--- src/rtl/microondas_pkg.sv ---
// microondas_pkg: time limits, widths and the clamp helper shared by the
// microwave controller, the countdown timer and the display driver.
package microondas_pkg;
    localparam int TIME_W = 7;
    localparam int BCD_W  = 8;
    localparam logic [TIME_W-1:0] MAX_MIN = 7'd99;
    localparam logic [TIME_W-1:0] MAX_SEC = 7'd59;

    typedef struct packed {
        logic [TIME_W-1:0] min;
        logic [TIME_W-1:0] sec;
    } mmss_t;

    function automatic logic [TIME_W-1:0] clamp_time(input logic [TIME_W-1:0] v,
                                                     input logic [TIME_W-1:0] max);
        return (v > max) ? max : v;
    endfunction
endpackage

--- src/rtl/bin2bcd_99.sv ---
// bin2bcd_99: binary 0..99 to two-digit packed BCD (tens high, units low).
module bin2bcd_99
    import microondas_pkg::*;
(
    input  logic [TIME_W-1:0] bin,
    output logic [BCD_W-1:0]  bcd
);
    assign bcd = {4'(bin / 7'd10), 4'(bin % 7'd10)};
endmodule

--- src/rtl/countdown_mmss.sv ---
// countdown_mmss: mm:ss countdown, one decrement per TICKS_PER_SEC enabled cycles.
// Defining TIMER_BCD_EN adds combinational min_bcd/sec_bcd outputs.
module countdown_mmss
    import microondas_pkg::*;
#(
    parameter int TICKS_PER_SEC = 100_000_000
) (
    input  logic              clock,
    input  logic              reset,
    input  logic              clear,
    input  logic              load,
    input  logic [TIME_W-1:0] min_in,
    input  logic [TIME_W-1:0] sec_in,
    input  logic              en,
    output logic [TIME_W-1:0] min_out,
    output logic [TIME_W-1:0] sec_out,
    output logic              running,
`ifdef TIMER_BCD_EN
    output logic [BCD_W-1:0]  min_bcd,
    output logic [BCD_W-1:0]  sec_bcd,
`endif
    output logic              done
);
    localparam int PW = $clog2(TICKS_PER_SEC);
    localparam logic [PW-1:0] PRE_LAST = PW'(TICKS_PER_SEC - 1);

    mmss_t t_q, t_d;
    logic [PW-1:0] pre_q, pre_d;
    logic running_q, running_d, done_q, done_d;
    logic active, tick;

    always_comb begin
        active    = en && (t_q != '0);
        tick      = active && (pre_q == PRE_LAST);
        t_d       = t_q;
        pre_d     = pre_q;
        done_d    = 1'b0;
        running_d = active;
        if (clear) begin
            t_d   = '0;
            pre_d = '0;
        end else if (load) begin
            t_d.min = clamp_time(min_in, MAX_MIN);
            t_d.sec = clamp_time(sec_in, MAX_SEC);
            pre_d   = '0;
        end else if (tick) begin
            pre_d   = '0;
            t_d.sec = (t_q.sec != '0) ? t_q.sec - 7'd1 : MAX_SEC;
            t_d.min = (t_q.sec != '0) ? t_q.min : t_q.min - 7'd1;
            // only 00:01 can reach 00:00 on a tick; 01:00 borrows to 00:59
            done_d  = (t_q.min == '0) && (t_q.sec == 7'd1);
        end else if (active) begin
            pre_d = pre_q + PW'(1);
        end
    end

    always_ff @(posedge clock or posedge reset) begin
        if (reset) begin
            t_q       <= '0;
            pre_q     <= '0;
            running_q <= 1'b0;
            done_q    <= 1'b0;
        end else begin
            t_q       <= t_d;
            pre_q     <= pre_d;
            running_q <= running_d;
            done_q    <= done_d;
        end
    end

    assign min_out = t_q.min;
    assign sec_out = t_q.sec;
    assign running = running_q;
    assign done    = done_q;

`ifdef TIMER_BCD_EN
    bin2bcd_99 u_min_bcd (.bin(t_q.min), .bcd(min_bcd));
    bin2bcd_99 u_sec_bcd (.bin(t_q.sec), .bcd(sec_bcd));
`endif
endmodule

--- config.mk ---
export PLATFORM = sky130hd
export DESIGN_NAME = countdown_mmss
export DESIGN_NICKNAME = d
export VERILOG_FILES = /design/src/rtl/microondas_pkg.sv /design/src/rtl/bin2bcd_99.sv /design/src/rtl/countdown_mmss.sv
export SDC_FILE = /design/constraint.sdc
export NUM_CORES = 1
export LEC_CHECK = 0
export CAP_MARGIN = 20
export CORE_ASPECT_RATIO = 0.7
export CORE_MARGIN = 3
export CORE_UTILIZATION = 55
export DETAILED_ROUTE_END_ITERATION = 8
export GPL_TIMING_DRIVEN = 0
export PLACE_DENSITY = 0.91
export SETUP_SLACK_MARGIN = 0.3
export SYNTH_ARGS = -nofsm -noshare
export SYNTH_HDL_FRONTEND = slang
export SYNTH_HIERARCHICAL = 1
export SYNTH_SLANG_ARGS = --single-unit
--- constraint.sdc ---
create_clock -name clock -period 3.09 [get_ports clock]
set_clock_uncertainty 0.1 [all_clocks]
set_input_delay 0.618 -clock clock [delete_from_list [all_inputs] [get_ports clock]]
set_output_delay 0.618 -clock clock [all_outputs]
set_load 0.005 [all_outputs]
==> run_results.csv <==
group,metric,value,unit
yosys,synth_top_area_frac,0.408,
final_layout,syn_to_final_growth,19.2,%
run,drv_cap,0,
setup_path,path_delay_family,"simple AND/OR/NAND/NOR gates",
detailed_routing,final_antenna_net_count,0,
setup_path,slowest_stage,"nor4_1",
global_routing,grt_max_degree,44,
yosys,synth-simple-area-share,0.300,
setup_path,start_kind,"flip-flop",
floorplanning,start_util,0.589,
setup_path,crit_chain,"ha_1, nand4_1, nor4_1, nand3_1, a2111o_1, a21oi_1",
detailed_routing,vias,2527,
yosys,synth_fa_ha_area_frac,0.0237,
yosys,postSynthAreaPerCell,9.07,sq um
yosys,async_flop_share,1.00,
sta,slew_headroom,0.408,
yosys,synth_area,0.00264,sq mm
floorplanning,die_area,0.00568,sq mm
sta,final.setup.tns,0,ns
run_status,status,"complete, no violations",
placed_design,place_congestion,0.964,
clocking,ctsLongestPathBuffers,2,
floorplanning,num_rows,20,
yosys,synth_compound_area_frac,0.203,
sta,maxSlewViolCount,0,
final_layout,n_antenna_cell,0,
clocking,cts_htree_levels,2,
detailed_routing,routed_wirelength,6850,um
clocking,clk_pin_slew_worst_paths,0.08,ns
yosys,netlist_instances,291,
yosys,synth_largest_area_cell,"dfrtp_1",
setup_path,path_max_fanout,6,
final_layout,final_cell_mix,"dfrtp_1, nor2_1, clkdlybuf4s50_1, nand2_1, a21oi_1",
yosys,yosysWarnings,6,
pwr,max-vdd-ir-drop,252,uV
sta,hold_viol,0,
detailed_routing,drt-initial-drc-count,172,
sta,finalSetupViolCount,0,
detailed_routing,drc,0,
sta,post-route-period-util,0.846,
floorplanning,die_w,88.8,um
final_layout,post_route_cells_drive_above_1_share,0.0811,
yosys,synth_xor_area_frac,0.0299,
setup_path,endpoint_kind,"flip-flop",
sta,tightest_slew,0.886,ns
pwr,p_per_area,393,mW/mm^2
pwr,p_leak,1.21,nW
detailed_routing,routed_via_density,6.51,
yosys,synth_cell_types,58,
final_layout,fill_cells,357,
setup_path,arrival,2.72,ns
sta,fin_crit,2.61,ns
final_layout,final_common_cell,"dfrtp_1",
clocking,clock-sinks,43,
global_routing,grt_overflow,0,
global_routing,grt_pass1_wl,11300,um
setup_path,critical_path_class,"flip-flop to flip-flop",
floorplanning,die_y,64.0,um
sta,rsz0062_at_grt,"true",
yosys,synth-edff-count,0,
sta,clock.fmax,383,MHz
yosys,synth-seq-cells,43,
detailed_routing,wl_per_cell,17.7,um
clocking,cts_buffers,5,
setup_path,worst-path-buf-inv,0,
sta,fin_hold_ws,0.456,ns
global_routing,grt_pass1_vias,2458,
global_routing,grtUsageTotal,0.254,
clocking,root_buffer,"clkbuf_8",
yosys,synthMuxAreaShare,0.00758,
clocking,clk-insertion-delay-late,0.30,ns
detailed_routing,first_pass_iters,5,
setup_path,critical-path-max-stage-delay,0.70,ns
placed_design,io_buffer_count,33,
yosys,synth.area.top_cells,"dfrtp_1, nor2_1, a21oi_1",
global_routing,antenna_found_initial,0,
yosys,synth.net_count,315,
placed_design,dp.cells,379,
placed_design,place_hpwl,5030,um
worst_hold_path,min_path_type,"flip-flop to flip-flop",
yosys,ys.flop_type,"dfrtp_1",
setup_path,worstPathRequired,3.20,ns
yosys,yosysSeqAreaShare,0.408,
clocking,cts_tree,"built",
clocking,cts_resized,0,
floorplanning,io_pins,35,
final_layout,nets,356,
final_layout,final_cells,388,
yosys,synth_top_family_by_area,"simple AND/OR/NAND/NOR gates",
floorplanning,core,0.00448,sq mm
clocking,ctsHoldBuffers,0,
report_power, final:
part	internal, W	total [W]	leakage (nW)	switching (W)
Clock	0.000204	0.000393	0.0515	0.000189
Sequential	0.000582	0.000610	0.584	0.0000280
Combinational	0.000109	0.000232	0.577	0.000123
Total	0.000895	0.00124	1.21	0.000340
synthesized netlist by cell type (all sizes together), types with 8 or more instances:
cell    n
nor3    8
nor2   35
o21ai  17
nand4  10
dfrtp  43
or3    12
inv     9
nand3  12
or4     8
nor4   10
a21oi  19
nand2  22
flip-flops by register name (all words and copies together) (netlist names):
| register | count |
|---|---|
| sec_out | 7 |
| done | 1 |
| running | 1 |
| min_out | 7 |
| pre_q | 27 |
per-stage QoR:
stage | worst slack (ns) | power [W] | util | instance area, sq um
floorplan | 0.761 | 0.000747 | - | 2640
global placement | 0.350 | 0.000844 | 0.678 | 3040
CTS | 0.393 | 0.00124 | 0.701 | 3140
detailed placement | 0.312 | 0.000849 | 0.678 | 3040
global route | 0.296 | 0.00129 | 0.703 | 3150
finish | 0.477 | 0.00124 | 0.703 | 3150
worst register-to-register path, delay by kind of cell, from the launching register on:
kind / cells / cell delay (ns)
AO/OA/AOI/OAI: 2 / 0.54
AND/OR/NAND/NOR: 3 / 1.30
flip-flops: 1 / 0.39
adder cells (fa/ha/maj): 1 / 0.20
final cells by class:
class                   count  area (sq um)  share of cell area
multi-input cells         229          1490               0.473
plain buffers              10          41.3              0.0131
flip-flops and latches     43          1080               0.342
clock buffers               8           100              0.0318
inverters                   9          33.8              0.0107
repair buffers             34           338               0.107
well taps                  55          68.8              0.0219
path summary, 6_finish.rpt:
check / slack [ns] / depth (start not counted) / endpoint / from
hold reg to reg: 0.46 / 1 / done / sec_out[6]
setup / recovery: 0.48 / 6 / sec_out[6] / pre_q[0]
hold / removal: 0.46 / 1 / done / sec_out[6]
max in group asynchronous: 1.60 / 2 / running / reset
setup reg to reg: 0.48 / 6 / sec_out[6] / pre_q[0]
min in group asynchronous: 0.72 / 2 / sec_out[1] / reset
kinds of logic after synthesis:
| kind of cell | Yosys count |
|---|---|
| flops | 43 |
| fa+ha+maj | 5 |
| buf+inv | 19 |
| simple gates | 140 |
| xor+xnor | 9 |
| mux | 2 |
| compound gates | 73 |
layer usage:
metal / vias up / global-route usage / part of all wire
li1: 1193 / - / -
met1: 1218 / 0.359 / 0.45
met2: 107 / 0.386 / 0.46
met3: 9 / 0.0631 / 0.076
met4: 0 / 0.0679 / 0.0090
met5: - / 0 / 0
repair_timing:
item,in CTS,in global routing
setup buffers,0,1
setup endpoints to repair,0,22
endpoints found under the hold margin,0,0
Note: power is estimated with default switching activity, not from simulation.
